### src/rtl/motor_pkg.sv
// Shared encodings for the wheel-motor ramp driver: direction codes from the
// direction FSM, driver states and the duty width.
package motor_pkg;

  localparam int DUTY_W = 8;

  typedef enum logic [2:0] {
    IDLE_BASE  = 3'b000,
    FORWARDS   = 3'b001,
    IDLE_TABLE = 3'b010,
    BACKWARDS  = 3'b011,
    STOP       = 3'b100
  } direction_t;

  typedef enum logic [1:0] {
    IDLE,
    RUN,
    DEAD,
    ESTOP
  } drv_state_t;

endpackage

### src/rtl/pwm_gen.sv
// Free-running 8-bit PWM: a prescaler advances the counter, which is compared
// against the duty value.
module pwm_gen
  import motor_pkg::*;
#(
  parameter int PWM_PRESCALE = 10
) (
  input  logic              clk,
  input  logic              reset,
  input  logic [DUTY_W-1:0] duty,
  input  logic              en,
  output logic              pwm
);

  localparam int PRE_W = $clog2(PWM_PRESCALE + 1);
  localparam logic [PRE_W-1:0] PRE_LAST = PRE_W'(PWM_PRESCALE - 1);

  logic [PRE_W-1:0]  pre_cnt;
  logic [DUTY_W-1:0] cnt;

  always_ff @(posedge clk) begin
    if (reset) begin
      pre_cnt <= '0;
      cnt     <= '0;
    end else if (pre_cnt == PRE_LAST) begin
      pre_cnt <= '0;
      cnt     <= cnt + 1'b1;
    end else begin
      pre_cnt <= pre_cnt + 1'b1;
    end
  end

  // Compare of registered values only; duty = 0 yields a constant low.
  assign pwm = en && (cnt < duty);

endmodule

### src/rtl/motor_ramp_driver.sv
// Wheel-motor H-bridge driver with linear duty ramp, reversal dead time and
// emergency stop. Define MOTOR_BRAKE_EN to short-brake (fwd=rev=pwm=1) in ESTOP.
module motor_ramp_driver
  import motor_pkg::*;
#(
  parameter int PWM_PRESCALE     = 10,
  parameter int RAMP_STEP_CYCLES = 50000,
  parameter int DEADTIME_CYCLES  = 5000000
) (
  input  logic              clk,
  input  logic              reset,
  input  logic [2:0]        direction,
  input  logic [DUTY_W-1:0] max_duty,
  output logic              motor_fwd,
  output logic              motor_rev,
  output logic              motor_pwm,
  output logic [DUTY_W-1:0] duty,
  output logic              busy
);

`ifdef MOTOR_BRAKE_EN
  localparam logic BRAKE = 1'b1;
`else
  localparam logic BRAKE = 1'b0;
`endif

  localparam int RAMP_W = $clog2(RAMP_STEP_CYCLES + 1);
  localparam int DEAD_W = $clog2(DEADTIME_CYCLES + 1);
  localparam logic [RAMP_W-1:0] RAMP_LAST = RAMP_W'(RAMP_STEP_CYCLES - 1);
  localparam logic [DEAD_W-1:0] DEAD_LAST = DEAD_W'(DEADTIME_CYCLES - 1);

  function automatic logic [DUTY_W-1:0] step_toward(input logic [DUTY_W-1:0] cur,
                                                    input logic [DUTY_W-1:0] tgt);
    if (cur < tgt)      return cur + 1'b1;
    else if (cur > tgt) return cur - 1'b1;
    else                return cur;
  endfunction

  drv_state_t        state;
  direction_t        cur_dir;
  logic [RAMP_W-1:0] tick_cnt;
  logic [DEAD_W-1:0] dead_cnt;

  logic              req_stop, req_fwd, req_bwd, req_motion, same_dir;
  direction_t        req_dir;
  logic [DUTY_W-1:0] target;
  logic              pwm_raw;

  // Codes 100-111 all count as STOP.
  assign req_stop   = direction[2];
  assign req_fwd    = (direction == FORWARDS);
  assign req_bwd    = (direction == BACKWARDS);
  assign req_motion = req_fwd | req_bwd;
  assign req_dir    = req_bwd ? BACKWARDS : FORWARDS;
  assign same_dir   = req_motion && (req_dir == cur_dir);
  assign target     = same_dir ? max_duty : '0;

  always_ff @(posedge clk) begin
    if (reset) begin
      state     <= IDLE;
      cur_dir   <= FORWARDS;
      duty      <= '0;
      tick_cnt  <= '0;
      dead_cnt  <= '0;
      motor_fwd <= 1'b0;
      motor_rev <= 1'b0;
      busy      <= 1'b1 & 1'b0;
    end else if (req_stop) begin
      // Emergency halt wins from every state and skips the ramp entirely.
      state     <= ESTOP;
      duty      <= '0;
      motor_fwd <= BRAKE;
      motor_rev <= BRAKE;
      busy      <= 1'b1;
    end else begin
      case (state)
        IDLE: begin
          if (req_motion) begin
            state     <= RUN;
            cur_dir   <= req_dir;
            tick_cnt  <= '0;
            motor_fwd <= req_fwd;
            motor_rev <= req_bwd;
            busy      <= 1'b1;
          end
        end
        RUN: begin
          if (duty == '0 && !same_dir) begin
            // Legs only drop once the wheels are fully ramped down.
            motor_fwd <= 1'b0;
            motor_rev <= 1'b0;
            if (req_motion) begin
              state    <= DEAD;
              dead_cnt <= '0;
            end else begin
              state <= IDLE;
              busy  <= 1'b0;
            end
          end else if (tick_cnt == RAMP_LAST) begin
            tick_cnt <= '0;
            duty     <= step_toward(duty, target);
          end else begin
            tick_cnt <= tick_cnt + 1'b1;
          end
        end
        DEAD: begin
          if (dead_cnt == DEAD_LAST) begin
            if (req_motion) begin
              state     <= RUN;
              cur_dir   <= req_dir;
              tick_cnt  <= '0;
              motor_fwd <= req_fwd;
              motor_rev <= req_bwd;
            end else begin
              state <= IDLE;
              busy  <= 1'b0;
            end
          end else begin
            dead_cnt <= dead_cnt + 1'b1;
          end
        end
        ESTOP: begin
          state     <= IDLE;
          motor_fwd <= 1'b0;
          motor_rev <= 1'b0;
          busy      <= 1'b0;
        end
        default: state <= IDLE;
      endcase
    end
  end

  pwm_gen #(
    .PWM_PRESCALE(PWM_PRESCALE)
  ) u_pwm (
    .clk  (clk),
    .reset(reset),
    .duty (duty),
    .en   (state == RUN),
    .pwm  (pwm_raw)
  );

  assign motor_pwm = (state == ESTOP) ? BRAKE : pwm_raw;

endmodule

### config.mk
export PLATFORM = sky130hd
export DESIGN_NAME = motor_ramp_driver
export DESIGN_NICKNAME = d
export VERILOG_FILES = /design/src/rtl/motor_pkg.sv /design/src/rtl/pwm_gen.sv /design/src/rtl/motor_ramp_driver.sv
export SDC_FILE = /design/constraint.sdc
export NUM_CORES = 1
export LEC_CHECK = 0
export ABC_CLOCK_PERIOD_IN_PS = 4000
export BUFFER_PORTS_ARGS = -buffer_cell sky130_fd_sc_hd__buf_2
export CAP_MARGIN = 0
export CORE_UTILIZATION = 35
export CTS_CLUSTER_SIZE = 16
export DETAILED_ROUTE_END_ITERATION = 7
export SYNTH_ARGS = -nofsm -noshare
export SYNTH_HDL_FRONTEND = slang
export SYNTH_HIERARCHICAL = 1
export SYNTH_SLANG_ARGS = --single-unit
export TNS_END_PERCENT = 5
### constraint.sdc
create_clock -name clk -period 4 [get_ports clk]
set_input_delay 0.4 -clock clk [delete_from_list [all_inputs] [get_ports clk]]
set_output_delay 0.4 -clock clk [all_outputs]
set_load 0.03 [all_outputs]
==> results of run 1 <==
layout make-up:
class	instances	area (um2)	area share, %
Sequential cell	65	1300	27.5
Clock buffer	13	270	5.71
Multi-Input combinational cell	406	2720	57.4
Inverter	21	78.8	1.67
Timing Repair Buffer	33	188	3.97
Tap cell	143	179	3.78
cell usage in the layout (no fill, tap or decap), types with 7 or more instances in the layout:
cell and count:
nand3_1 24, or4_1 7, buf_2 24, nor2_1 45
ha_1 30, nor4_1 8, o21ai_0 21, inv_1 21
or3_1 7, clkbuf_16 9, xnor2_1 18, dfxtp_1 65
nor3_1 15, a31oi_1 7, buf_4 9, and3_1 7
nand2_1 49, nor2b_1 7, nand4_1 12, a21oi_1 34
flip-flops by register name, summed over array words and instances, names as in the netlist:
| signal | flops |
|---|---|
| u_pwm/pre_cnt | 4 |
| busy | 1 |
| duty | 8 |
| state | 2 |
| cur_dir | 1 |
| tick_cnt | 16 |
| dead_cnt | 23 |
| motor_fwd | 1 |
| motor_rev | 1 |
| u_pwm/cnt | 8 |
layer usage:
| layer | wire length (um) | part of all wire, % | vias up |
|---|---|---|---|
| met5 | 0 | 0 | - |
| met4 | 242 | 2.4 | 0 |
| met2 | 4460 | 44 | 93 |
| met1 | 5030 | 50 | 1802 |
| met3 | 404 | 4.0 | 19 |
| li1 | - | - | 1942 |
per-stage QoR:
stage / util, % / power, uW / hold slack (ns) / instances / instance area, um2
finish: 41.1 / 1590 / 0.318 / 681 / 4730
global route: 41.1 / 1670 / 0.312 / 681 / 4730
CTS: 41.0 / 1610 / 0.290 / 681 / 4720
detailed placement: 38.6 / 878 / 0.453 / 668 / 4450
global placement: 38.6 / 874 / 0.448 / 668 / 4450
floorplan: - / 826 / 0.454 / 512 / 4170
kinds of logic (layout without fill, tap and decap cells):
kind of cell | after synthesis | in the layout
and+or+nand+nor | 220 | 220
AOI/OAI and AO/OA | 125 | 125
DFF | 65 | 65
buffers and inverters | 41 | 67
adders and majority gates | 31 | 31
xor gates and xnor gates | 25 | 25
muxes | 5 | 5
power breakdown:
group	total (uW)	switching [uW]	internal [uW]
sequential	668	10.3	658
clock	721	262	459
combinational	199	130	69.3
total	1590	402	1190
worst min path at each step:
stage	from	slack [ns]	endpoint
detailed placement	motor_rev	0.45	motor_rev
global placement	motor_fwd	0.45	motor_fwd
finish	direction[1]	0.32	motor_fwd
floorplan	dead_cnt[22]	0.45	dead_cnt[22]
CTS	direction[1]	0.29	motor_fwd
global route	direction[1]	0.31	motor_fwd
==> reports/metrics.yaml, run 1 <==
syn-cell-area_mm2: 0.00417
synth_top_area_share_pct: 31.2
finalClockSkew_ns: 0.00704
ant_nets: 0
cts_buffer_depth: 2
die_w_um: 111
path_depth: 15
area_growth_pct: 13.6
worstPathArrival_ns: 3.94
layout-drive-gt1-share_pct: 11.9
fin_ws_ns: 0.320
setup-tns-final_ns: 0
synth_fa_ha_area_share_pct: 9.49
crit_path_end_kind: "flop"
grt_antenna_before_repair: 0
synthArstFlopShare_pct: 0
crit_chain: "xnor2_2 > and2_2 > nand2_1 > ha_1 > nor2b_1 > o211ai_1 > a21oi_1 > or2_2 > ha_1 > a21oi_1 > o211ai_1 > o41ai_1 > o21ai_0 > a211oi_2 > mux2i_1"
root_buffer: "clkbuf_16"
synth_mux_area_share_pct: 1.26
busiest_layer: "met2"
yosysSeqAreaShare_pct: 31.2
yosysWarnings: 6
first_pass_iters: 7
finalHoldViolCount: 0
die_height_um: 111
grt_overflow: 0
yosysMostFrequentCell: "dfxtp_1"
cts_max_level: 3
drt_iter0_drc: 240
fmax_mhz: 272
min_period_over_period_pct: 92.0
maxCapViolations: 0
r2r_slack_ns: 0.32
coreArea_mm2: 0.0115
synthSimpleGateAreaFrac_pct: 28.6
cts_tree: "built"
place.gp.congestion: 0.843
setup_viol: 0
status: "finished with violations"
grt_max_degree: 44
relSlewSlack_pct: 40.8
post_cts_buffers: 0
slew_viol_final: 0
dr_total_vias: 3856
cpMaxStageDelayCell: "or2_2"
cts.clk_slew.worst_paths_ns: 0.05
dpl_worst_slack_ns: 0.0124
cp_max_fo: 7
avgViaCountPerCell: 5.66
die-area_mm2: 0.0123
grtUsageMet2_pct: 27.1
cp_data_required_time_ns: 4.26
critical_path.top_delay_family: "compound AO/OA/AOI/OAI gates"
fillers: 1181
holdPathStages: 2
synth_top_family_by_area: "simple AND/OR/NAND/NOR gates"
use_met3_pct: 2.62
synthDistinctLibCells: 66
min_period_ns: 3.68
portBuffers: 24
hold_class: "in -> reg"
ys_top_cells_by_count: "dfxtp_1 (65), nand2_1 (49), nor2_1 (45), a21oi_1 (34), ha_1 (30)"
r2r-start: "cur_dir[1]"
rsz0062_at_grt: "no"
grt_pass1_vias: 3606
power_density_mw_per_mm2: 336
synth-compound-area-share_pct: 20.2
cp-startpoint: "cur_dir[1]"
syn_area_per_cell_um2: 8.14
rr_endpoint: "duty[7]"
max-vdd-ir-drop_mv: 0.203
grt_util_met1_pct: 22.5
cts_buffers: 9
post-route-drc-count: 10
antenna_cells: 0
routed_wl_mm: 10.1
p_leak_uw: 0.00172
insertion_delay_ns: 0.33
synth_flop_cell: "dfxtp_1"
pin_count: 25
hold_buffers: 0
tightestPinTransition_ns: 0.888
finalNetCount: 580
synth_edf_count: 0
synth-xor-area-share_pct: 5.25
cts_sinks: 65
ctsResizeCount: 0
initial_core_util_pct: 36.2
critPathLaunchType: "flop"
synth_area_leaders: "dfxtp_1 (31%), ha_1 (9.0%), nand2_1 (4.4%)"
synth_area_leader_cell: "dfxtp_1"
grt_pass1_wl_mm: 17.3
grt_usage_pct: 17.0
violations: "DRC"
wl_per_cell_um: 14.9
hpwl_mm: 7.19
synth-seq-cells: 65
syn-num-nets: 556
critical_path.max_stage_delay_ns: 0.40
synthCells: 512
critPathCapture: "duty[7]"
critPathBufInv: 0
reg2reg_depth: 15
path_class: "reg -> reg"
rows: 39
(Power assumes the default switching activity.)
==> run 2, diff against run 1 <==
- CTS_BUF_LIST: not set -> sky130_fd_sc_hd__clkbuf_8
==> reports/metrics.yaml, run 2 (synthesis gave the netlist of run 1 again) <==
status: "finished with violations"
violations: "DRC"
post-route-drc-count: 10  # unchanged
area_growth_pct: 11.1
post_cts_buffers: 0  # unchanged
hold_class: "in -> reg"
dr_total_vias: 3856  # unchanged
cts_buffers: 9  # unchanged
power_uw: 1370  # -14%
critPathLaunchType: "flop"
setup-tns-final_ns: 0  # unchanged
p_leak_uw: 0.00168  # -2.4%
die_w_um: 111  # unchanged
min_period_ns: 3.68  # +0.00455 ns
min_period_over_period_pct: 92.1  # +0.11 points
grt_pass1_wl_mm: 17.2  # -0.40%
slew_viol_final: 0  # unchanged
crit_chain: "xnor2_2 > and2_2 > nand2_1 > ha_1 > nor2b_1 > o211ai_1 > a21oi_1 > or2_2 > ha_1 > a21oi_1 > o211ai_1 > o41ai_1 > o21ai_0 > a211oi_2 > mux2i_1"
multi_input_area_mm2: 0.00272  # unchanged
hpwl_mm: 7.19  # unchanged
hold_buffers: 0  # unchanged
largest_reg_flops: 23  # unchanged
register_area_mm2: 0.00130  # unchanged
relSlewSlack_pct: 38.4  # -2.5 points
insertion_delay_ns: 0.35  # +0.02 ns
first_pass_iters: 7  # unchanged
grt_max_degree: 44  # unchanged
cts_sinks: 65  # unchanged
cts_max_level: 3  # unchanged
pin_count: 25  # unchanged
root_buffer: "clkbuf_8"
routed_wl_mm: 10.2  # +0.36%
grt_usage_pct: 16.9  # -0.18 points
rows: 39  # unchanged
coreArea_mm2: 0.0115  # unchanged
worstPathArrival_ns: 3.96  # +0.02 ns
crit_path_end_kind: "flop"
cts_buffer_depth: 2  # unchanged
layout_commonest_cell: "dfxtp_1"
finalNetCount: 580  # unchanged
die_height_um: 111  # unchanged
grt_antenna_before_repair: 0  # unchanged
stdcell_count: 681  # unchanged
avgViaCountPerCell: 5.66  # unchanged
place.gp.congestion: 0.843  # unchanged
finalHoldViolCount: 0  # unchanged
grt_overflow: 0  # unchanged
cts.clk_slew.worst_paths_ns: 0.07  # +0.02 ns
holdWs_ns: 0.299  # -0.0186 ns
layout-drive-gt1-share_pct: 11.9  # unchanged
fmax_mhz: 271  # -0.12%
initial_core_util_pct: 36.2  # unchanged
cp_data_required_time_ns: 4.28  # +0.02 ns
max-vdd-ir-drop_mv: 0.125  # -39%
tightestPinTransition_ns: 0.925  # +0.0370 ns
final_cell_mix: "dfxtp_1 (65), nand2_1 (49), nor2_1 (45)"
portBuffers: 24  # unchanged
ctsResizeCount: 0  # unchanged
power_density_mw_per_mm2: 295  # -12%
fillers: 1201  # +1.7%
cpMaxStageDelayCell: "or2_2"
wl_per_cell_um: 14.9  # +0.36%
grt_pass1_vias: 3624  # +0.50%
top_regs: "dead_cnt x23, tick_cnt x16"
placedCellCount: 668  # unchanged
ant_nets: 0  # unchanged
die-area_mm2: 0.0123  # unchanged
path_class: "reg -> reg"
cp_max_fo: 7  # unchanged
cts_tree: "built"
critical_path.max_stage_delay_ns: 0.40  # about the same
finalClockSkew_ns: 0.00996  # +0.00292 ns
rsz0062_at_grt: "no"
fin_util_pct: 40.2  # -0.88 points
maxCapViolations: 0  # unchanged
regMostFlops: "dead_cnt"
setup_viol: 0  # unchanged
drt_iter0_drc: 309  # +29%
antenna_cells: 0  # unchanged
[run 2: report_power, final]
part	switching [uW]	leakage [uW]	internal, uW	total (uW)
Sequential	10.3	0.000525	657	667
Combinational	130	0.00106	69.2	199
Clock	238	0.0000916	263	501
[run 2: area by class of cell]
type                       instances  share of cell area (%)
clock inverter                     1                  0.0810
multi-input combinational        406                    58.6
inverter                          21                    1.70
tap                              143                    3.86
sequential                        65                    28.1
timing repair buffer              33                    4.05
clock buffer                      12                    3.57
[run 2: critical path, delay by kind of cell, from the launching register on]
kind,cells,cell delay [ns]
mux,1,0.19
fa+ha+maj,2,0.58
xor+xnor,1,0.22
flops,1,0.34
compound gates,7,1.45
simple gates,4,0.85
[run 2: per-stage QoR]
stage                     area (um2)  setup slack, ns
final                           4630            0.315
after global routing            4630           0.0172
after detailed placement        4450           0.0124
after floorplan                 4170            0.363
after global placement          4450            0.133
after CTS                       4620            0.204
[run 2: path summary, 6_finish.rpt]
| path | startpoint | slack (ns) | to | depth (start not counted) |
|---|---|---|---|---|
| max | cur_dir[1] | 0.32 | duty[7] | 15 |
| min | direction[1] | 0.30 | motor_fwd | 2 |
| max reg2reg | cur_dir[1] | 0.32 | duty[7] | 15 |
| min reg2reg | motor_rev | 0.46 | motor_rev | 1 |
[run 2: layer usage]
layer,wire length [um],global-route usage (%)
met1,5070,22.3
met2,4470,27.1
met3,451,2.84
met4,195,6.85
met5,0,0
==> run 3, diff against run 2 <==
- CORE_MARGIN: not set -> 2
- CTS_BUF_LIST: sky130_fd_sc_hd__clkbuf_8 -> not set
==> reports/metrics.yaml, run 3 (synthesis gave the netlist of run 1 again) <==
critPathLaunchType: "flop"
initial_core_util_pct: 36.2  # unchanged
grt_antenna_before_repair: 0  # unchanged
min_period_ns: 3.77  # +0.0850 ns
grt_overflow: 0  # unchanged
finalClockSkew_ns: 0.00991  # -0.0000578 ns
routed_wl_mm: 10.1  # -1.1%
grt_pass1_vias: 3587  # -1.0%
tightestPinTransition_ns: 0.848  # -0.0762 ns
pin_count: 25  # unchanged
insertion_delay_ns: 0.33  # -0.02 ns
setup-tns-final_ns: 0  # unchanged
violations: "DRC"
fin_ws_ns: 0.230  # -0.0850 ns
cp_max_fo: 7  # unchanged
ctsResizeCount: 0  # unchanged
relSlewSlack_pct: 43.4  # +5.1 points
finalInstanceArea_mm2: 0.00475  # +2.5%
final_cell_mix: "dfxtp_1 (65), nand2_1 (49), nor2_1 (45)"
first_pass_iters: 7  # unchanged
wl_per_cell_um: 14.8  # -0.91%
cts.clk_slew.worst_paths_ns: 0.05  # -0.02 ns
rr_endpoint: "duty[7]"
ant_nets: 0  # unchanged
drt_iter0_drc: 284  # -8.1%
cts_sinks: 65  # unchanged
cts_buffer_depth: 2  # unchanged
rsz0062_at_grt: "no"
setup_viol: 0  # unchanged
rows: 39  # unchanged
min_period_over_period_pct: 94.2  # +2.1 points
r2r_slack_ns: 0.23  # -0.08 ns
die_w_um: 113  # +1.8%
post-route-drc-count: 5  # -5
fillers: 1156  # -3.7%
status: "finished with violations"
root_buffer: "clkbuf_16"
antenna_cells: 0  # unchanged
crit_path_end_kind: "flop"
maxCapViolations: 0  # unchanged
min_from: "direction[1]"
largest_reg_flops: 23  # unchanged
coreArea_mm2: 0.0115  # unchanged
power_density_mw_per_mm2: 357  # +21%
cts_tree: "built"
placement.cell_area_mm2: 0.00443  # -0.51%
hpwl_mm: 7.16  # -0.40%
slew_viol_final: 0  # unchanged
fmax_mhz: 265  # -2.3%
die_height_um: 113  # +1.8%
grt_pass1_wl_mm: 17.1  # -0.33%
critical_path.max_stage_delay_ns: 0.40  # about the same
cts_buffers: 9  # unchanged
portBuffers: 24  # unchanged
worstPathArrival_ns: 4.03  # +0.07 ns
avgViaCountPerCell: 5.63  # -0.66%
r2r-start: "cur_dir[1]"
grt_usage_pct: 16.3  # -0.60 points
cpMaxStageDelayCell: "or2_2"
whs_endpoint: "motor_fwd"
post_cts_buffers: 0  # unchanged
p_leak_uw: 0.00172  # +2.7%
crit_chain: "xnor2_2 > and2_2 > nand2_1 > ha_1 > nor2b_1 > o211ai_1 > a21oi_1 > or2_2 > ha_1 > a21oi_1 > o211ai_1 > o41ai_1 > o21ai_0 > a211oi_1 > mux2i_1"
hold_class: "in -> reg"
dpl_worst_slack_ns: 0.0276  # +0.0151 ns
dr_total_vias: 3825  # -0.80%
regMostFlops: "dead_cnt"
die-area_mm2: 0.0128  # +3.6%
finalHoldViolCount: 0  # unchanged
layout-drive-gt1-share_pct: 11.4  # -0.54 points
layout_commonest_cell: "dfxtp_1"
area_growth_pct: 13.9
reg2reg_depth: 15  # unchanged
hold_buffers: 0  # unchanged
place.gp.congestion: 0.807  # -4.2%
cp_data_required_time_ns: 4.26  # -0.02 ns
grt_max_degree: 44  # unchanged
path_class: "reg -> reg"
finalNetCount: 577  # -0.52%
max-vdd-ir-drop_mv: 0.183  # +47%
holdPathStages: 2  # unchanged
top_regs: "dead_cnt x23, tick_cnt x16"
cts_max_level: 3  # unchanged
[run 3: changes by cell type in the layout (fill, tap and decap cells not counted), sizes merged]
cell and change:
inv -1, bufinv +2, buf -3, clkinv +1
[run 3: cell type report]
| cell class | count | area (um2) | area share (%) |
|---|---|---|---|
| Sequential cell | 65 | 1300 | 27.4 |
| Tap cell | 143 | 179 | 3.77 |
| Clock buffer | 12 | 246 | 5.19 |
| Clock inverter | 3 | 65.1 | 1.37 |
| Timing Repair Buffer | 30 | 165 | 3.48 |
| Inverter | 21 | 78.8 | 1.66 |
| Multi-Input combinational cell | 406 | 2710 | 57.1 |
[run 3: metal layers]
layer / share of wire, % / vias to the layer above / wire length, um / GRT usage [%]
met3: 5.4 / 11 / 540 / 2.95
met5: 0 / - / 0 / 0
met2: 43 / 88 / 4350 / 25.3
met1: 50 / 1778 / 5010 / 22.1
li1: - / 1948 / - / -
met4: 1.7 / 0 / 168 / 6.91
[run 3: report_power, final]
| group | internal, uW | switching [uW] |
|---|---|---|
| sequential | 658 | 9.67 |
| clock | 558 | 271 |
| combinational | 67.7 | 129 |
[run 3: how the worst max path moves through the flow]
stage,from,to,slack (ns),cells past startpoint
after global placement,direction[1],duty[7],0.15,16
after floorplan,direction[0],duty[6],0.36,16
after detailed placement,direction[1],duty[7],0.03,16
after CTS,cur_dir[1],duty[7],0.17,15
after global routing,cur_dir[1],duty[7],0.01,15
final,cur_dir[1],duty[7],0.23,15
[run 3: worst max-delay path: cells and delay by family, from the launching register on]
| family | cells | cell delay, ns |
|---|---|---|
| flops | 1 | 0.33 |
| xor+xnor | 1 | 0.24 |
| compound gates | 7 | 1.47 |
| simple gates | 4 | 0.84 |
| mux | 1 | 0.21 |
| fa+ha+maj | 2 | 0.58 |
[run 3: per-stage QoR]
stage	cells	util [%]	power [uW]	hold slack, ns
global route	680	41.2	1770	0.325
finish	680	41.2	1690	0.325
floorplan	512	-	826	0.454
detailed placement	665	38.4	876	0.459
CTS	680	41.1	1710	0.285
global placement	665	38.4	871	0.448
